## config.mk

```make
export PLATFORM = sky130hd
export DESIGN_NAME = volume_atten
export DESIGN_NICKNAME = d
export VERILOG_FILES = /design/src/rtl/volume_pkg.sv /design/src/rtl/volume_level_ctr.sv /design/src/rtl/volume_atten.sv
export SDC_FILE = /design/constraint.sdc
export NUM_CORES = 1
export LEC_CHECK = 0
export BUFFER_PORTS_ARGS = -buffer_cell sky130_fd_sc_hd__buf_2
export CORE_MARGIN = 10
export CORE_UTILIZATION = 46
export CTS_CLUSTER_DIAMETER = 120
export CTS_CLUSTER_SIZE = 8
export DETAILED_ROUTE_END_ITERATION = 10
export GPL_TIMING_DRIVEN = 0
export PLACE_DENSITY = 0.72
export SETUP_SLACK_MARGIN = 0.3
export SYNTH_ARGS = -nofsm -noshare
export SYNTH_HDL_FRONTEND = slang
export SYNTH_HIERARCHICAL = 1
export SYNTH_SLANG_ARGS = --single-unit
```

## constraint.sdc

```tcl
create_clock -name clk_i -period 7.5 [get_ports clk_i]
set_clock_uncertainty 0.1 [all_clocks]
set_input_delay 1.5 -clock clk_i [delete_from_list [all_inputs] [get_ports clk_i]]
set_output_delay 1.5 -clock clk_i [all_outputs]
set_load 0.1 [all_outputs]
```

## src/rtl/volume_pkg.sv

```systemverilog
// Shared types and default sizes for the volume attenuator slice.
package volume_pkg;

  localparam int SAMPLE_W  = 24;
  localparam int MAX_LEVEL = 7;
  localparam int LEVEL_W   = $clog2(MAX_LEVEL + 1);

  typedef logic [SAMPLE_W-1:0] sample_t;
  typedef logic [LEVEL_W-1:0]  level_t;

  typedef enum logic [1:0] {
    CMD_HOLD = 2'b00,
    CMD_DOWN = 2'b01,
    CMD_UP   = 2'b10,
    CMD_BOTH = 2'b11
  } level_cmd_e;

endpackage

```

## src/rtl/volume_level_ctr.sv

```systemverilog
// Saturating up/down attenuation level counter; exposes next and current level.
module volume_level_ctr
  import volume_pkg::*;
#(
  parameter int max_level_p = MAX_LEVEL,
  parameter int level_w_p   = $clog2(max_level_p + 1)
) (
  input  logic                 clk,
  input  logic                 reset,
  input  logic                 up,
  input  logic                 down,
  output logic [level_w_p-1:0] level_n,
  output logic [level_w_p-1:0] level_q
);

  localparam logic [level_w_p-1:0] MAX_L = level_w_p'(max_level_p);

  level_cmd_e cmd;

  assign cmd = level_cmd_e'({up, down});

  // Both asserted cancels out; limits saturate rather than wrap.
  always_comb begin
    level_n = level_q;
    case (cmd)
      CMD_UP:   if (level_q < MAX_L)     level_n = level_q + 1'b1;
      CMD_DOWN: if (level_q != '0)       level_n = level_q - 1'b1;
      default:  level_n = level_q;
    endcase
  end

  always_ff @(posedge clk or negedge reset) begin
    if (!reset) level_q <= '0;
    else        level_q <= level_n;
  end

endmodule

```

## src/rtl/volume_atten.sv

```systemverilog
// Digital volume control: registered logical right shift of the sample by the level.
module volume_atten
  import volume_pkg::*;
#(
  parameter int width_p     = SAMPLE_W,
  parameter int max_level_p = MAX_LEVEL
) (
  input  logic               clk_i,
  input  logic               reset_i,
  input  logic [width_p-1:0] sound_i,
  input  logic               up_i,
  input  logic               down_i,
  output logic [width_p-1:0] sound_o
);

  localparam int LW = $clog2(max_level_p + 1);

  logic [LW-1:0] level_n;
  logic [LW-1:0] level_q;

  volume_level_ctr #(
    .max_level_p (max_level_p),
    .level_w_p   (LW)
  ) u_ctr (
    .clk     (clk_i),
    .reset   (reset_i),
    .up      (up_i),
    .down    (down_i),
    .level_n (level_n),
    .level_q (level_q)
  );

  // Log shifter keyed on the next level so a step and its sample land together.
  logic [LW:0][width_p-1:0] stage;

  assign stage[0] = sound_i;

  for (genvar s = 0; s < LW; s++) begin : g_shift
    assign stage[s+1] = level_n[s] ? (stage[s] >> (1 << s)) : stage[s];
  end

  always_ff @(posedge clk_i or negedge reset_i) begin
    if (!reset_i) sound_o <= '0;
    else          sound_o <= stage[LW];
  end

endmodule

```

==> results.md, run 1 <==
* primary input — kind of start point of the critical path
* 0 — number of setup buffers added after CTS
* 0 — antenna viol nets, final
* 28 — largest net degree at the start of global routing
* 11.0 µm² — average instance area after synthesis
* 3 — TritonCTS buffer count
* 19.5% — area growth from synthesis to final layout
* 0 — # resized after CTS
* flop — Setup crit end kind
* 2 — instance count along the most critical hold path
* 0 — max-cap viol count
* 4 — number of iterations in the first detailed-routing pass
* 39.3% — ratio of cells with drive above 1 in the final layout
* 0.852 — Routability Congestion
* 0.09 ns — clock transition at the registers of the reported paths
* 0 — number of enable-type register cells in the synthesized netlist
* sky130_fd_sc_hd__dfrtp_1 — most common flop cell mapped by yosys
* 0.584 ns — Slew @ Worst Pin
* 12.5% — GR Util All Layers
* 10 — path depth of the worst reg2reg path
* completed — run status
* 52 — total I/O pin count
* 100% — fraction of synthesis flops using an asynchronous set or reset pin
* 56.4% — end-of-flow core utilization
* 0 — Inserted Diodes
* 1585 — vias in the first global route
* 0 — Fin. Hold Viols
* 4.47 mm — overall routed net length
* 36.3% — area share of the largest cell type after synthesis
* 3.62 ns — clock period minus final worst setup slack
* 36 — post-synthesis cell type count
* 3.68 ns — arrival time of the worst setup path
* 23 — number of cell rows
* sky130_fd_sc_hd__clkbuf_8 — CTS root buf
* 36.3% — sequential fraction of the synthesis area
* 1 — maximum level of the CTS H-tree
* 7.55 ns — critical path data required time
* 2220 µm² — post-route cell area
* 202 — post-synthesis net count
* 47.2% — Starting Density
* 1860 µm² — synthesized area
* 51 — port buffer count
* 27 — Sinks on Clock Net
* 3940 µm² — CORE AREA
* 0.26 ns — Skew-Pair Late Insertion Delay
* 0 — Slew Limit Fails
* 1050 µm² — area of the multi-input gates
* sky130_fd_sc_hd__dfrtp_1 (36%), sky130_fd_sc_hd__mux2i_1 (16%), sky130_fd_sc_hd__mux2_2 (11%) — most area-consuming cells after synthesis
* 3.58 mm — Final HPWL DP
* 0 — residual DRC count
* 258 — net count reported at finish
* 276 MHz — top achievable clock speed
* 6990 µm² — die area
* built — CTS tree
* 676 µm² — register area
* 7.59 mm — wire length of the first global-routing pass
* false — RSZ-0062 raised after global routing
* 2 — maximum count of clock buffers along a single path
* sky130_fd_sc_hd__dfrtp_1 — cell accounting for the most synthesized area
* 356 — Layout fillers
* 6 — total number of yosys warnings
* 48.3% — period utilisation layout
* 270 — total instance count after detailed placement
* 27 — Synth Register Bits
* 2180 µm² — Area after DPL
* 61.1% — worst rel slew slack
* 83.6 µm — Chip Height
* 1544 — via count
* 10 — largest fanout on the critical path
* 0 — cts hold-fix bufs
* 0 — total overflow reported by the global router
* 83.6 µm — Die Wd
* 0 ns — sum of negative setup slack
* 134 — DRC violation total after the first TritonRoute iteration
* 0 — final setup vio count
* 169 — Syn Inst Count
* 16.3 µm — routed length per instance
* 274 — final non-filler cell total
* 0 — initial antenna violation count
* 5.64 — Vias/cell
* flop to flop — type of the tightest min-delay check
* primary input to flop — Critical Setup Path Class
cells by family (layout without fill, tap and decap cells):
family,count (synthesis),in the layout,share of synthesized area (%)
AND/OR/NAND/NOR,28,28,8.27
AO/OA/AOI/OAI,40,40,16.0
buffers and inverters,20,75,7.13
adder cells (fa/ha/maj),5,5,3.36
flip-flops,27,27,36.3
multiplexers,49,49,28.9
synth_stat cells (all sizes together) (4+ instances only):
cell	number
mux2i	29
dfrtp	27
mux2	18
o22ai	13
buf	10
nor2	10
a221oi	8
inv	8
nor2b	7
a221o	5
ha	5
o21ai	4
stage by stage:
step	setup WS, ns	hold WS (ns)
after detailed placement	3.61	0.598
after global placement	3.64	0.592
final	3.88	0.616
after floorplan	4.00	0.535
after CTS	3.88	0.611
after global routing	3.75	0.666
cells in the final DEF (no fill, tap or decap), types with 2 or more instances in the layout:
cell	n
sky130_fd_sc_hd__mux4_2	2
sky130_fd_sc_hd__o22ai_1	13
sky130_fd_sc_hd__buf_6	4
sky130_fd_sc_hd__a22o_1	2
sky130_fd_sc_hd__buf_2	54
sky130_fd_sc_hd__a221o_1	5
sky130_fd_sc_hd__nor2_1	9
sky130_fd_sc_hd__ha_1	5
sky130_fd_sc_hd__nand2_1	2
sky130_fd_sc_hd__clkbuf_1	3
sky130_fd_sc_hd__mux2i_1	29
sky130_fd_sc_hd__nor2b_1	6
sky130_fd_sc_hd__mux2_2	18
sky130_fd_sc_hd__a21oi_1	2
sky130_fd_sc_hd__dfrtp_1	27
sky130_fd_sc_hd__inv_1	8
sky130_fd_sc_hd__buf_4	2
sky130_fd_sc_hd__o21ai_0	4
sky130_fd_sc_hd__nand2b_1	2
sky130_fd_sc_hd__clkbuf_8	3
sky130_fd_sc_hd__a221oi_1	8
critical path, stage by stage:
cell and delay (ns):
sky130_fd_sc_hd__buf_2 0.09, sky130_fd_sc_hd__inv_1 0.04, sky130_fd_sc_hd__ha_1 0.36, sky130_fd_sc_hd__nor2b_1 0.27, sky130_fd_sc_hd__o21ai_0 0.14, sky130_fd_sc_hd__o211ai_1 0.25
sky130_fd_sc_hd__buf_6 0.19, sky130_fd_sc_hd__buf_4 0.21, sky130_fd_sc_hd__mux2_2 0.35, sky130_fd_sc_hd__mux2i_1 0.18, sky130_fd_sc_hd__mux2i_1 0.10
layer usage:
layer | share of wire (%) | wire length, µm | GRT usage, % | vias to the layer above
met5 | 0 | 0 | 0 | -
met4 | 1.1 | 49 | 3.81 | 0
met3 | 5.7 | 253 | 2.83 | 4
met2 | 49 | 2190 | 19.9 | 43
met1 | 44 | 1980 | 16.2 | 746
li1 | - | - | - | 751
layout make-up:
type | count | area share [%]
sequential | 27 | 30.4
tap | 50 | 2.81
buffer | 12 | 4.61
inverter | 8 | 1.35
multi-input combinational | 122 | 47.3
timing repair buffer | 51 | 11.5
clock buffer | 4 | 2.03
state kept, by name, indices dropped and copies added, names as in the netlist:
| name | count |
|---|---|
| sound_o | 24 |
| u_ctr/level_q | 3 |
final timing paths:
check                                           startpoint                          to  slack [ns]
max in group asynchronous                          reset_i        sound_o[2]$_DFF_PN0_        5.79
worst max register to register  u_ctr/level_q[0]$_DFF_PN0_        sound_o[7]$_DFF_PN0_        4.80
worst max-delay path                                  up_i       sound_o[15]$_DFF_PN0_        3.88
worst min register to register  u_ctr/level_q[0]$_DFF_PN0_  u_ctr/level_q[0]$_DFF_PN0_        0.62
min in group asynchronous                          reset_i       sound_o[19]$_DFF_PN0_        1.12
worst min-delay path            u_ctr/level_q[0]$_DFF_PN0_  u_ctr/level_q[0]$_DFF_PN0_        0.62
Power of run 1 is not shown: default switching activity piles up to over one toggle a cycle in this logic, so the estimate is an artifact.
==> inputs of run 2 (changes only) <==
Settings changed: ABC_AREA set to 1, PLACE_DENSITY 0.72 to 0.73.
Clock period 7.5 ns to 3.34 ns, I/O delays scaled along.
==> run 2 against run 1 <==
  * Register-to-register slack lost 3.7 ns
  * Utilization rose by 3.2 points
  * Worst setup slack lost 2.9 ns
  * Global-route usage grew 2.4 points
  * Critical path type unchanged
  * Synthesized area shrank 9.0%
  * Sequential share of layout area rose by 2.5 points
  * Cell area is 7.7% lower
==> results.md, run 2 <==
* 10 — largest fanout on the critical path
* primary input — kind of start point of the critical path
* sky130_fd_sc_hd__dfrtp_1 — cell accounting for the most synthesized area
* 351 — final non-filler cell total
* u_ctr/level_q[0]$_DFF_PN0_ — worst reg2reg path startpoint
* 3440 µm² — CORE AREA
* 8.02 mm — wire length of the first global-routing pass
* 14 — path depth of the worst reg2reg path
* 39.9% — sequential fraction of the synthesis area
* buf_2, inv_1, ha_1, inv_1, o21ai_0, a21oi_1, nand2_1, inv_2, buf_2, nand2_1, nand3_1, nand3_1, nand2_1 — cell chain of the critical path
* 1.13 ns — slack of the worst reg-to-reg path
* 3.63 mm — Final HPWL DP
* 6.77 µm² — average instance area after synthesis
* 339 — net count reported at finish
* 100% — fraction of synthesis flops using an asynchronous set or reset pin
* primary input to asynchronous set/reset pin — type of the tightest min-delay check
* 0 — Inserted Diodes
* 5.26 — Vias/cell
* met4 — uppermost metal layer occupied by signal nets
* 61.3% — worst rel slew slack
* 1.92 mm — Met1 Wirelength
* 21.2% — area growth from synthesis to final layout
* 6510 µm² — die area
* 80.7 µm — Chip Height
* sky130_fd_sc_hd__dfrtp_1 (40%), sky130_fd_sc_hd__nand3_1 (26%), sky130_fd_sc_hd__nand2_1 (20%) — most area-consuming cells after synthesis
* 2 — maximum count of clock buffers along a single path
* 4 — number of iterations in the first detailed-routing pass
* 0 — initial antenna violation count
* 0 — final setup vio count
* sound_o — Reg with most FFs
* 0.27 ns — Skew-Pair Late Insertion Delay
* 0 — max-cap viol count
* built — CTS tree
* 0.283 ns — final hold slack
* 2.33 ns — clock period minus final worst setup slack
* sky130_fd_sc_hd__nand2_1 — count leader, synth
* sky130_fd_sc_hd__ha_1 — cell at the slowest stage of the critical path
* 0 — total overflow reported by the global router
* 3.45 ns — critical path data required time
* 69.8% — period utilisation layout
* primary input to flop — Critical Setup Path Class
* flop — Setup crit end kind
* 0 — Fin. Hold Viols
* 0 — antenna viol nets, final
* 1846 — via count
* 283 — post-synthesis net count
* 347 — total instance count after detailed placement
* 429 MHz — top achievable clock speed
* 0 ns — sum of negative setup slack
* 27 — Sinks on Clock Net
* 2010 µm² — Area after DPL
* 1835 — vias in the first global route
* 2.44 ns — arrival time of the worst setup path
* 0.35 ns — CP max stage delay
* 4.60 mm — overall routed net length
* 251 — DRC violation total after the first TritonRoute iteration
* 0 — number of enable-type register cells in the synthesized netlist
* 1690 µm² — synthesized area
* sky130_fd_sc_hd__dfrtp_1 — most common flop cell mapped by yosys
* 0.581 ns — Slew @ Worst Pin
* 28 — largest net degree at the start of global routing
* completed — run status
* 17 — post-synthesis cell type count
* sky130_fd_sc_hd__nand2_1 — commonest non-fill, non-tap cell in the layout
* sky130_fd_sc_hd__nand2_1 (89), sky130_fd_sc_hd__nand3_1 (87), sky130_fd_sc_hd__buf_2 (60) — leading cell types in the layout, fill and taps excluded
* 27 — Synth Register Bits
* 52 — total I/O pin count
* 5 — worst path bufs/invs
* 49.2% — Starting Density
* false — RSZ-0062 raised after global routing
* 14.9% — GR Util All Layers
* 1 — maximum level of the CTS H-tree
* 0 — cts hold-fix bufs
* 2050 µm² — post-route cell area
* 23.0% — ratio of cells with drive above 1 in the final layout
* 24 — max reg flops
* 0 — number of setup buffers added after CTS
* sound_o (24), u_ctr/level_q (3) — registers with the most flip-flops
* 0 — Slew Limit Fails
* 250 — Syn Inst Count
* 6 — total number of yosys warnings
* 0.874 — Routability Congestion
* sky130_fd_sc_hd__nand2_1 (89), sky130_fd_sc_hd__nand3_1 (87), sky130_fd_sc_hd__dfrtp_1 (27) — ranking of synthesized cells by instance count
* sky130_fd_sc_hd__nand2_1 — most used cell along the critical path
* 13 — count of cell instances traversed by the critical path
* 21 — number of cell rows
* 3 — TritonCTS buffer count
* up_i — crit path from
* sky130_fd_sc_hd__clkbuf_8 — CTS root buf
* 0 — # resized after CTS
* 39.9% — area share of the largest cell type after synthesis
* 80.7 µm — Die Wd
* 0 — residual DRC count
* buffers and inverters — CP top delay family
* 13.1 µm — routed length per instance
* 0.09 ns — clock transition at the registers of the reported paths
* 51 — port buffer count
* 2.18 mm — Detail Route met2 WL
* 447 µm — routed length on met3
-- run 2: changes by cell type after synthesis, sizes merged, moves of 5 or more --
cell and change:
nor2b -7, inv +6, a221o -5, a221oi -8, o22ai -13, mux2i -29, nand2 +87, mux2 -18
nand3 +87
-- run 2: final timing paths --
| check | endpoint |
|---|---|
| min reg2reg | u_ctr/level_q[1]$_DFF_PN0_ |
| max reg2reg | sound_o[10]$_DFF_PN0_ |
| max in group asynchronous | sound_o[13]$_DFF_PN0_ |
| min in group clk_i | u_ctr/level_q[1]$_DFF_PN0_ |
| min | sound_o[23]$_DFF_PN0_ |
| max | sound_o[10]$_DFF_PN0_ |
-- run 2: cell type report --
class	instances	area [µm²]
Fill cell	323	1390
Tap cell	46	57.6
Timing Repair Buffer	51	255
Multi-Input combinational cell	195	900
Sequential cell	27	676
Buffer	14	65.1
Clock inverter	1	5.00
Inverter	14	52.6
Clock buffer	3	41.3
-- run 2: cells by family after synthesis --
| family | after synthesis | share of synthesized area, % |
|---|---|---|
| AND/OR/NAND/NOR | 186 | 48.0 |
| buffers and inverters | 28 | 6.95 |
| flip-flops | 27 | 39.9 |
| adder cells (fa/ha/maj) | 5 | 3.70 |
| AO/OA/AOI/OAI | 4 | 1.40 |
-- run 2: layer usage --
| metal | GRT usage [%] | vias to the layer above |
|---|---|---|
| li1 | - | 932 |
| met1 | 18.5 | 843 |
| met2 | 23.9 | 67 |
| met3 | 4.34 | 4 |
| met4 | 5.36 | 0 |
| met5 | 0 | - |
-- run 2: per-stage QoR --
stage                     setup slack (ns)  utilization (%)
after floorplan                       1.18                -
after global placement               0.795             58.3
after detailed placement             0.805             58.3
after CTS                             1.07             59.6
after global routing                 0.743             59.6
final                                 1.01             59.6
Power of run 2 is left out for the same reason.
